<file path="config.mk">
export PLATFORM = sky130hd
export DESIGN_NAME = pll_lock_ctrl
export DESIGN_NICKNAME = d
export VERILOG_FILES = /design/src/rtl/pll_ctrl_pkg.sv /design/src/rtl/freq_window_meter.sv /design/src/rtl/pll_lock_ctrl.sv
export SDC_FILE = /design/constraint.sdc
export NUM_CORES = 1
export LEC_CHECK = 0
export CORE_MARGIN = 2
export CORE_UTILIZATION = 25
export CTS_CLUSTER_SIZE = 12
export DETAILED_ROUTE_END_ITERATION = 8
export PLACE_DENSITY_LB_ADDON = 0.15
export SYNTH_ARGS = -nofsm -noshare
export SYNTH_HDL_FRONTEND = slang
export SYNTH_SLANG_ARGS = --single-unit
export TNS_END_PERCENT = 10
</file>
<file path="constraint.sdc">
create_clock -name refclk -period 4.3 [get_ports refclk]
set_input_delay 0.86 -clock refclk [delete_from_list [all_inputs] [get_ports refclk]]
set_output_delay 0.86 -clock refclk [all_outputs]
set_load 0.01 [all_outputs]
</file>
<file path="src/rtl/pll_ctrl_pkg.sv">
// Shared types and default constants for the PLL acquisition/lock controller.
package pll_ctrl_pkg;

    typedef enum logic [2:0] {
        IDLE,
        LPF_RST,
        COARSE,
        SETTLE,
        TRACK,
        LOCKED,
        FAIL
    } state_e;

    localparam int WIN_DEF        = 256;
    localparam int TARGET_DEF     = 230;
    localparam int TOL_DEF        = 2;
    localparam int LOSS_TOL_DEF   = 8;
    localparam int LOCK_WINS_DEF  = 4;
    localparam int SETTLE_CYC_DEF = 64;
    localparam int RST_CYC_DEF    = 16;
    localparam int MAX_RETRY_DEF  = 3;

    localparam int         CNT_W      = 10;
    localparam int         TRACK_WINS = 32;
    localparam logic [4:0] BAND_INIT  = 5'b10000;

endpackage

</file>
<file path="src/rtl/freq_window_meter.sv">
// Back-to-back WIN-cycle measurement windows: counts fb_tick and up|down activity,
// presenting both totals (including the final cycle's inputs) with a one-cycle done.
module freq_window_meter
    import pll_ctrl_pkg::*;
#(
    parameter int WIN = WIN_DEF
) (
    input  logic             clk,
    input  logic             rst,
    input  logic             clr,
    input  logic             fb_tick,
    input  logic             act,
    output logic             done,
    output logic [CNT_W-1:0] count,
    output logic [CNT_W-1:0] act_count
);

    localparam int            TW   = $clog2(WIN);
    localparam logic [TW-1:0] LAST = TW'(WIN - 1);

    logic [TW-1:0]    timer;
    logic [CNT_W-1:0] ticks;
    logic [CNT_W-1:0] acts;
    logic [CNT_W-1:0] ticks_nx;
    logic [CNT_W-1:0] acts_nx;

    // Both counters saturate at all-ones rather than wrapping.
    always_comb begin
        ticks_nx = (fb_tick && (ticks != '1)) ? ticks + 10'd1 : ticks;
        acts_nx  = (act && (acts != '1)) ? acts + 10'd1 : acts;
    end

    assign done      = !clr && (timer == LAST);
    assign count     = ticks_nx;
    assign act_count = acts_nx;

    always_ff @(posedge clk) begin
        if (rst || clr || done) begin
            timer <= '0;
            ticks <= '0;
            acts  <= '0;
        end else begin
            timer <= timer + TW'(1);
            ticks <= ticks_nx;
            acts  <= acts_nx;
        end
    end

endmodule

</file>
<file path="src/rtl/pll_lock_ctrl.sv">
// PLL acquisition and lock controller: loop-filter discharge, 5-bit SAR band search,
// settle, windowed frequency tracking, lock supervision with bounded relock retries.
module pll_lock_ctrl
    import pll_ctrl_pkg::*;
#(
    parameter int WIN        = WIN_DEF,
    parameter int TARGET     = TARGET_DEF,
    parameter int TOL        = TOL_DEF,
    parameter int LOSS_TOL   = LOSS_TOL_DEF,
    parameter int LOCK_WINS  = LOCK_WINS_DEF,
    parameter int SETTLE_CYC = SETTLE_CYC_DEF,
    parameter int RST_CYC    = RST_CYC_DEF,
    parameter int MAX_RETRY  = MAX_RETRY_DEF
) (
    input  logic       refclk,
    input  logic       rst,
    input  logic       start,
    input  logic       abort,
    input  logic       fb_tick,
    input  logic       up,
    input  logic       down,
    output logic       cp_en,
    output logic       lpf_rst,
    output logic [4:0] band,
    output logic       lock,
    output logic       busy,
    output logic       fail,
    output state_e     state
);

    localparam logic [CNT_W-1:0]  TARGET_C    = CNT_W'(TARGET);
    localparam logic [CNT_W-1:0]  ACT_LIM     = CNT_W'(WIN / 8);
    localparam logic signed [10:0] TARGET_S   = 11'(TARGET);
    localparam logic signed [10:0] TOL_S      = 11'(TOL);
    localparam logic signed [10:0] LOSS_S     = 11'(LOSS_TOL);
    localparam logic [7:0]        RST_LAST    = 8'(RST_CYC - 1);
    localparam logic [7:0]        SETTLE_LAST = 8'(SETTLE_CYC - 1);
    localparam logic [3:0]        LOCK_C      = 4'(LOCK_WINS);
    localparam logic [3:0]        RETRY_C     = 4'(MAX_RETRY);
    localparam logic [5:0]        TRACK_LAST  = 6'(TRACK_WINS - 1);
    localparam logic [2:0]        SAR_DONE    = 3'd7;

    state_e     state_nx;
    logic [4:0] band_nx;
    logic [2:0] bit_idx, bit_nx;
    logic       gap, gap_nx;
    logic [3:0] retry, retry_nx;
    logic [7:0] cyc, cyc_nx;
    logic [3:0] good, good_nx;
    logic [5:0] twin, twin_nx;
    logic       retry_req;

    logic              m_clr;
    logic              m_done;
    logic [CNT_W-1:0]  m_count;
    logic [CNT_W-1:0]  m_act;
    logic signed [10:0] diff;
    logic signed [10:0] err;
    logic              win_good;

    // The gap cycle after each SAR window lets the new band take effect before measuring.
    assign m_clr = abort || gap || !((state == COARSE) || (state == TRACK) || (state == LOCKED));

    freq_window_meter #(.WIN(WIN)) u_meter (
        .clk       (refclk),
        .rst       (rst),
        .clr       (m_clr),
        .fb_tick   (fb_tick),
        .act       (up | down),
        .done      (m_done),
        .count     (m_count),
        .act_count (m_act)
    );

    always_comb begin
        diff     = $signed({1'b0, m_count}) - TARGET_S;
        err      = diff[10] ? -diff : diff;
        win_good = (err <= TOL_S) && (m_act < ACT_LIM);
    end

    always_comb begin
        state_nx  = state;
        band_nx   = band;
        bit_nx    = bit_idx;
        gap_nx    = 1'b0;
        retry_nx  = retry;
        cyc_nx    = cyc;
        good_nx   = good;
        twin_nx   = twin;
        retry_req = 1'b0;
        if (abort) begin
            state_nx = IDLE;
        end else begin
            case (state)
                IDLE: begin
                    if (start) begin
                        state_nx = LPF_RST;
                        retry_nx = '0;
                        cyc_nx   = '0;
                    end
                end
                LPF_RST: begin
                    if (cyc == RST_LAST) begin
                        state_nx = COARSE;
                        band_nx  = BAND_INIT;
                        bit_nx   = 3'd4;
                    end else begin
                        cyc_nx = cyc + 8'd1;
                    end
                end
                COARSE: begin
                    if (gap) begin
                        if (bit_idx == SAR_DONE) begin
                            state_nx = SETTLE;
                            cyc_nx   = '0;
                        end
                    end else if (m_done) begin
                        // Resolve the trial bit, then arm the next lower one.
                        for (int i = 0; i < 5; i++) begin
                            if ((bit_idx == 3'(i)) && (m_count >= TARGET_C)) band_nx[i] = 1'b0;
                            if (bit_idx == 3'(i + 1)) band_nx[i] = 1'b1;
                        end
                        bit_nx = bit_idx - 3'd1;
                        gap_nx = 1'b1;
                    end
                end
                SETTLE: begin
                    if (cyc == SETTLE_LAST) begin
                        state_nx = TRACK;
                        good_nx  = '0;
                        twin_nx  = '0;
                    end else begin
                        cyc_nx = cyc + 8'd1;
                    end
                end
                TRACK: begin
                    if (m_done) begin
                        twin_nx = twin + 6'd1;
                        if (win_good) begin
                            good_nx = good + 4'd1;
                            if (good + 4'd1 == LOCK_C) state_nx = LOCKED;
                        end else begin
                            good_nx = '0;
                        end
                        if ((state_nx != LOCKED) && (twin == TRACK_LAST)) retry_req = 1'b1;
                    end
                end
                LOCKED: begin
                    if (m_done && (err > LOSS_S)) retry_req = 1'b1;
                end
                FAIL: begin
                    state_nx = FAIL;
                end
                default: state_nx = IDLE;
            endcase
            if (retry_req) begin
                if (retry < RETRY_C) begin
                    retry_nx = retry + 4'd1;
                    state_nx = LPF_RST;
                    cyc_nx   = '0;
                end else begin
                    state_nx = FAIL;
                end
            end
        end
    end

    always_ff @(posedge refclk) begin
        if (rst) begin
            state   <= IDLE;
            band    <= BAND_INIT;
            bit_idx <= '0;
            gap     <= 1'b0;
            retry   <= '0;
            cyc     <= '0;
            good    <= '0;
            twin    <= '0;
            cp_en   <= 1'b0;
            lpf_rst <= 1'b0;
            lock    <= 1'b0;
            busy    <= 1'b0;
            fail    <= 1'b0;
        end else begin
            state   <= state_nx;
            band    <= band_nx;
            bit_idx <= bit_nx;
            gap     <= gap_nx;
            retry   <= retry_nx;
            cyc     <= cyc_nx;
            good    <= good_nx;
            twin    <= twin_nx;
            cp_en   <= (state_nx == SETTLE) || (state_nx == TRACK) || (state_nx == LOCKED);
            lpf_rst <= (state_nx == LPF_RST);
            lock    <= (state_nx == LOCKED);
            busy    <= (state_nx == LPF_RST) || (state_nx == COARSE) ||
                       (state_nx == SETTLE) || (state_nx == TRACK);
            fail    <= (state_nx == FAIL);
        end
    end

endmodule

</file>
==> qor.txt, run 1 <==
Status -> finished clean
DIE AREA -> 17870 µm²
# DRC -> 0
Synth Area in XOR/XNOR -> 5.000%
Final-stage net count -> 610
Area Growth Syn to Fin -> 25.77%
Tmin final -> 4003 ps
Dominant synthesized flop cell -> dfxtp_1
Leak -> 1.869 nW
Initial Util -> 25.44%
Crit-path slowest cell -> or3_4
Fmax -> 249.8 MHz
Reg clk slew, reported paths -> 50 ps
Clock root buffer master -> clkbuf_16
Area of the multi-input gates -> 2749 µm²
P per Cell Area -> 253.2 nW/µm²
Fill cell count -> 1760
Via count -> 3958
Hold path start -> u_meter.timer[0]
IO Port Bufs -> 19
Required time worst endpoint -> 4500 ps
Crit Path Category -> flip-flop to flip-flop
Post-synthesis average cell area -> 7.932 µm²
TritonCTS clock tree -> built
Placed Area -> 4981 µm²
Hold WS -> 463.7 ps
Cell area after layout -> 5288 µm²
GRT Total Usage -> 12.86%
Finish-stage setup viols -> 0
Critical Path End Type -> flip-flop
Slew Viols, Final -> 0
IO Pins -> 20
Placed cells -> 797
Syn_nets -> 552
Register-to-Register Path Depth -> 16
Reg2reg end -> lpf_rst
Setup WS pre-CTS -> -293.5 ps
Fin Clk Skew -> 9.683 ps
Die span in y -> 133.7 µm
GRT Residual Overflow -> 0
Vias in the first global route -> 3854
Detail Route Antenna Nets -> 0
Tcrit/Tclk final -> 93.09%
Post-CTS Setup Inserts -> 0
Die width -> 133.7 µm
CP max FO -> 6
Register area -> 1344 µm²
Ratio of cells with drive above 1 in the final layout -> 17.71%
Post-synthesis adder-cell area fraction -> 4.464%
Number of enable flip-flop cells after synthesis -> 0
Synthesis Warnings -> 0
WP buf/inv -> 1
TritonCTS buffer count -> 9
Vias per cell -> 4.868
Pwr Total -> 1.339 mW
Final HPWL from detailed placement -> 8246 µm
CP delay by family, top -> simple AND/OR/NAND/NOR gates
First drt pass iteration count -> 4
RSZ-0062 raised after global routing -> no
Cell Chain, Critical Path -> ha_4, nand3_1, o31ai_4, mux2i_4, clkinv_4, ha_2, nand2b_1, or3_1, nand4_1, nand2_1, o311ai_1, a32oi_1, or3_4, o211a_1, a211o_1, nor4bb_1
Max Cap Viol -> 0
CTS max path bufs -> 2
Avg WL per Cell -> 13.61 µm
Final hold violation count -> 0
DRT Wirelength -> 11060 µm
Sink Count -> 67
Final setup margin -> 297.3 ps
Startpoint types -> flip-flop
Post-Layout Cell Count -> 813
# H-tree levels -> 3
Hold path endpoint -> u_meter.timer[0]
Core Area -> 16520 µm²
Post-Syn Area -> 4204 µm²
Seq/Total Area, Yosys -> 31.90%
Seq cells post-synth -> 67
Simple-Gate Fraction of Synth Area -> 30.03%
Async S/R FF share, synth -> 0%
Netlist cell types -> 76
Row count -> 47
CTS Hold Bufs -> 0
Latest clock arrival within the worst-skew pair -> 340 ps
Global-route wire length before repair -> 18570 µm
Main combinational cell family by area after synthesis -> simple AND/OR/NAND/NOR gates
Worst R2R Start -> u_meter.ticks[0]
Peak supply drop -> 0.1727 mV
Largest net degree at the start of global routing -> 38
Hold path depth -> 1
Worst hold path type -> flip-flop to flip-flop
ANT cells -> 0
Rel. slew slack -> 37.00%
Compound-Gate Fraction of Synth Area -> 22.08%
Initial antenna violation count -> 0
RD Place Congestion -> 0.7881
R2r setup slk -> 300 ps
Critical Path AT -> 4210 ps
Post-CTS sizing -> 0
Least-Margin Pin Slew -> 935.2 ps
Post-synthesis mux area share -> 2.381%
1st-iter DRT viols -> 173
Cells after Synth -> 530
CP max stage delay -> 430 ps
==> cell families (layout without fill, tap and decap cells) <==
| kind of cell | Yosys count | count (layout) |
|---|---|---|
| xor gates and xnor gates | 24 | 24 |
| AOI/OAI and AO/OA | 129 | 129 |
| and+or+nand+nor | 248 | 248 |
| DFF | 67 | 67 |
| buffers and inverters | 39 | 102 |
| muxes | 8 | 8 |
| adders and majority gates | 15 | 15 |
==> cells in the final DEF, fill, tap and decap left out, types with 5 or more instances in the layout <==
cell type and instances:
a21oi_1 31, nor2_1 82, o21ai_0 26, nor3_1 15, and4_1 5, xor2_1 16
a22oi_1 13, ha_1 13, nand4_1 12, nand2_1 45, o21a_1 5, nand3_1 19
inv_1 11, or3_1 6, nand2b_1 9, buf_4 53, or2_2 5, nor4_1 8
nor2b_1 5, and3_1 9, nor3b_1 5, clkdlybuf4s50_1 18, nand3b_1 5, dfxtp_1 65
clkbuf_16 9, xnor2_1 8
==> metrics by stage <==
stage,setup TNS (ps),utilization (%)
after floorplan,0,-
after global placement,-4563,30.14
after detailed placement,-5218,30.14
after CTS,0,31.73
after global routing,0,32.00
final,0,32.00
==> sequential cells by signal, indices dropped and copies added, names as in the netlist <==
name	flops
band	5
bit_idx	3
busy	1
cp_en	1
cyc	8
fail	1
gap	1
good	4
lock	1
lpf_rst	1
retry	4
state	3
twin	6
u_meter.acts	10
u_meter.ticks	10
u_meter.timer	8
==> worst max path at each step <==
stage	slack, ps	to	from	cells after the start
floorplan	3	lpf_rst	fb_tick	16
detailed placement	-290	cyc[1]	fb_tick	17
global route	20	lpf_rst	u_meter.ticks[0]	20
CTS	20	cyc[1]	fb_tick	17
finish	300	lpf_rst	u_meter.ticks[0]	16
global placement	-270	cyc[1]	fb_tick	18
==> Yosys cell counts, types with 3 or more instances <==
master | instances | area share (%)
o21ai_0 | 27 | 3.2
a211o_1 | 4 | 0.83
a211oi_1 | 4 | 0.71
and3_1 | 10 | 1.5
mux2i_1 | 4 | 0.95
or2_2 | 5 | 0.74
o21bai_1 | 3 | 0.54
a21oi_1 | 31 | 3.7
clkbuf_1 | 15 | 1.3
nand2_1 | 45 | 4.0
nand2b_1 | 9 | 1.3
buf_1 | 3 | 0.27
nor3b_1 | 5 | 0.89
and4_1 | 5 | 1.0
nand3_1 | 19 | 2.3
inv_1 | 11 | 0.98
nor2_1 | 82 | 7.3
nor2b_1 | 5 | 0.74
o21a_1 | 5 | 0.89
nand4_1 | 12 | 1.8
dfxtp_1 | 67 | 32
nor3_1 | 15 | 1.8
xnor2_1 | 8 | 1.7
a22oi_1 | 13 | 2.3
nand3b_1 | 5 | 0.89
ha_1 | 15 | 4.5
buf_2 | 6 | 0.71
a21o_1 | 3 | 0.54
xor2_1 | 16 | 3.3
o31ai_1 | 3 | 0.54
o2111ai_1 | 4 | 0.83
or3_1 | 7 | 1.0
or4_1 | 3 | 0.54
nor4_1 | 9 | 1.3
==> worst register-to-register path, cell delays in order, from the launching register on <==
cell and delay (ps):
dfxtp_2 350, ha_4 170, nand3_1 160, o31ai_4 310
mux2i_4 330, clkinv_4 70, ha_2 200, nand2b_1 150
or3_1 320, nand4_1 120, nand2_1 100, o311ai_1 290
a32oi_1 170, or3_4 430, o211a_1 270, a211o_1 270
nor4bb_1 150
==> power by group <==
part | switching, mW | internal [mW] | leakage (nW)
registers | 0.00168 | 0.622 | 0.541
clock network | 0.278 | 0.387 | 0.125
logic | 0.0300 | 0.0194 | 1.20
==> final cells by class <==
cell class                      instances  area share (%)
Clock inverter                          5          0.5679
Clock buffer                           11           4.401
Tap cell                              220           5.206
Inverter                               13           1.041
Sequential cell                        67           25.41
Multi-Input combinational cell        424           51.99
Timing Repair Buffer                   73           11.38
==> routing by layer <==
layer	global-route usage, %	part of all wire, %	vias to the layer above
li1	-	-	2058
met1	16.00	50	1838
met2	21.74	46	49
met3	3.082	2.8	13
met4	4.492	1.4	0
met5	0	0	-
(Power assumes the default switching activity.)
==> run 2, diff against run 1 <==
- ABC_AREA: unset -> 1
==> qor.txt, run 2 <==
Die width -> 134.0 µm
Async S/R FF share, synth -> 0%
Netlist cell types -> 37
Worst hold path type -> flip-flop to flip-flop
IO Pins -> 20
P per Cell Area -> 288.1 nW/µm²
Area contributors post-synth -> dfxtp_1 (32%), nand2_1 (14%), inv_1 (9.0%), nor2_1 (7.5%), nand3_1 (5.3%)
Share of the synthesized area in the top cell type -> 31.73%
Synthesis Warnings -> 0
Post-synthesis adder-cell area fraction -> 4.440%
Leak -> 2.025 nW
Final HPWL from detailed placement -> 7886 µm
Post-synthesis mux area share -> 0%
Number of enable flip-flop cells after synthesis -> 0
Dominant synthesized flop cell -> dfxtp_1
Cell Chain, Critical Path -> clkdlybuf4s50_1, nand2_4, nand2_1, nand2_4, ha_1, inv_1, nand3_1, o21ai_0, nand2_1, nand4_1, nand2_1, nor2_1, nand2_1, nor2_2, nand4_1, nand2_1, nand2_2, nand2_1, nand2_1, nand2_2, nand2_2, nor2_2, nand2_1, nor2_1
Pwr Total -> 1.434 mW
Placed cells -> 893
DIE AREA -> 17960 µm²
Critical Path End Type -> flip-flop
Simple-Gate Fraction of Synth Area -> 39.02%
Reg clk slew, reported paths -> 60 ps
1st-iter DRT viols -> 174
GRT Total Usage -> 12.56%
Largest registers -> u_meter.acts (10), u_meter.ticks (10)
Syn_nets -> 683
Largest area contributor in the netlist -> dfxtp_1
Clock root buffer master -> clkbuf_16
Post-Layout Cell Count -> 908
Seq/Total Area, Yosys -> 31.73%
Ratio of cells with drive above 1 in the final layout -> 7.703%
Peak supply drop -> 0.1619 mV
CTS Hold Bufs -> 0
Post-synthesis average cell area -> 6.394 µm²
Post-Syn Area -> 4227 µm²
Vias in the first global route -> 3940
# DRC -> 0
Least-Margin Pin Slew -> 648.5 ps
GRT Residual Overflow -> 0
Startpoint types -> input port
Final setup margin -> 549.1 ps
Status -> finished clean
TritonCTS buffer count -> 9
Seq cells post-synth -> 67
Fin Clk Skew -> 8.239 ps
Commonest non-fill, non-tap cell in the layout -> nand2_1
Fmax -> 266.6 MHz
Finish-stage setup viols -> 0
Final hold violation count -> 0
Post-synth top cells -> nand2_1 (162), inv_1 (101), nor2_1 (85)
Die span in y -> 134.0 µm
Synth Area in XOR/XNOR -> 3.523%
Most frequent CP cell -> nand2_1
Main combinational cell family by area after synthesis -> simple AND/OR/NAND/NOR gates
CP delay by family, top -> simple AND/OR/NAND/NOR gates
Post-CTS sizing -> 0
Sink Count -> 67
Global-route wire length before repair -> 18210 µm
Slew Viols, Final -> 0
Critical Path AT -> 4010 ps
Vias per cell -> 4.500
First drt pass iteration count -> 4
Most numerous cell in the Yosys netlist -> nand2_1
ANT cells -> 0
Most frequent cells in the layout -> nand2_1 (162), inv_1 (101), nor2_1 (85)
Crit Path Category -> input port to flip-flop
CP max FO -> 9
Compound-Gate Fraction of Synth Area -> 10.72%
RD Place Congestion -> 0.7954
DRT Wirelength -> 10500 µm
Max Cap Viol -> 0
R2r setup slk -> 800 ps
Post-CTS Setup Inserts -> 0
Tmin final -> 3751 ps
IO Port Bufs -> 19
RSZ-0062 raised after global routing -> no
Latest clock arrival within the worst-skew pair -> 340 ps
Rel. slew slack -> 56.44%
# H-tree levels -> 3
CP max stage delay -> 670 ps
WP buf/inv -> 2
TNS Setup -> 0 ps
Crit-path slowest cell -> clkdlybuf4s50_1
Core Area -> 16580 µm²
Initial Util -> 25.49%
Setup WS pre-CTS -> 201.7 ps
Cells after Synth -> 661
CTS max path bufs -> 2
Row count -> 47
Detail Route Antenna Nets -> 0
TritonCTS clock tree -> built
Area Growth Syn to Fin -> 17.73%
Largest net degree at the start of global routing -> 31
Avg WL per Cell -> 11.57 µm
Tcrit/Tclk final -> 87.23%
Initial antenna violation count -> 0
Via count -> 4086
Final-stage net count -> 706
Required time worst endpoint -> 4560 ps
==> run 2: final timing paths <==
path / startpoint / to / depth (start not counted)
worst max-delay path: fb_tick / lpf_rst / 24
worst min-delay path: retry[3] / retry[3] / 2
worst max register to register: u_meter.ticks[0] / lpf_rst / 26
worst min register to register: retry[3] / retry[3] / 2
==> run 2: worst register-to-register path: stages (launching register included) <==
cell and delay [ps]:
dfxtp_1 460, ha_1 240, nand2_2 90, nor2_4 160
nand3_4 120, nand3_1 150, nand2_4 100, ha_1 200
inv_1 70, nand3_1 150, o21ai_0 190, nand2_1 130
nand4_1 110, nand2_1 60, nor2_1 90, nand2_1 90
nor2_2 130, nand4_1 120, nand2_1 100, nand2_2 70
nand2_1 80, nand2_1 70, nand2_2 80, nand2_2 70
nor2_2 130, nand2_1 60, nor2_1 140
==> run 2: cells by family (layout without fill, tap and decap cells) <==
logic type,count (synthesis),in the layout
fa+ha+maj,15,15
simple gates,361,361
flops,67,67
buf+inv,118,145
compound gates,83,83
xor+xnor,17,17
==> run 2: metrics by stage <==
step / area [µm²] / util (%) / hold slack, ps
3_5_place_dp: 4677 / 28.20 / 432.7
4_1_cts: 4976 / 30.01 / 441.9
2_1_floorplan: 4227 / - / 417.6
3_3_place_gp: 4677 / 28.20 / 431.3
5_1_grt: 4976 / 30.01 / 465.2
6_report: 4976 / 30.01 / 437.6
==> run 2: layout make-up <==
| class | count | area (µm²) |
|---|---|---|
| inverters | 108 | 409.1 |
| multi-input cells | 476 | 2439 |
| clock buffers | 14 | 294.0 |
| fillers | 1845 | 11610 |
| repair buffers | 22 | 212.7 |
| flip-flops and latches | 67 | 1341 |
| clock inverters | 1 | 5.005 |
| well taps | 220 | 275.3 |
==> run 2: report_power, final <==
group	internal (mW)	total [mW]	leakage [nW]	switching [mW]
Clock	0.465	0.736	0.151	0.271
Sequential	0.624	0.628	0.540	0.00345
Combinational	0.0230	0.0703	1.33	0.0473
==> run 2: metal layers <==
layer	share of wire (%)	global-route usage, %	vias to the layer above
met5	0	0	-
met4	2.7	6.550	0
met3	3.1	2.192	20
met2	45	20.34	64
met1	49	16.01	1844
li1	-	-	2158
==> run 3, diff against run 2 <==
- ABC_AREA: 1 -> unset
==> results of run 3 <==
Same layout as run 1: the final DEF is identical, and so are final timing and power.
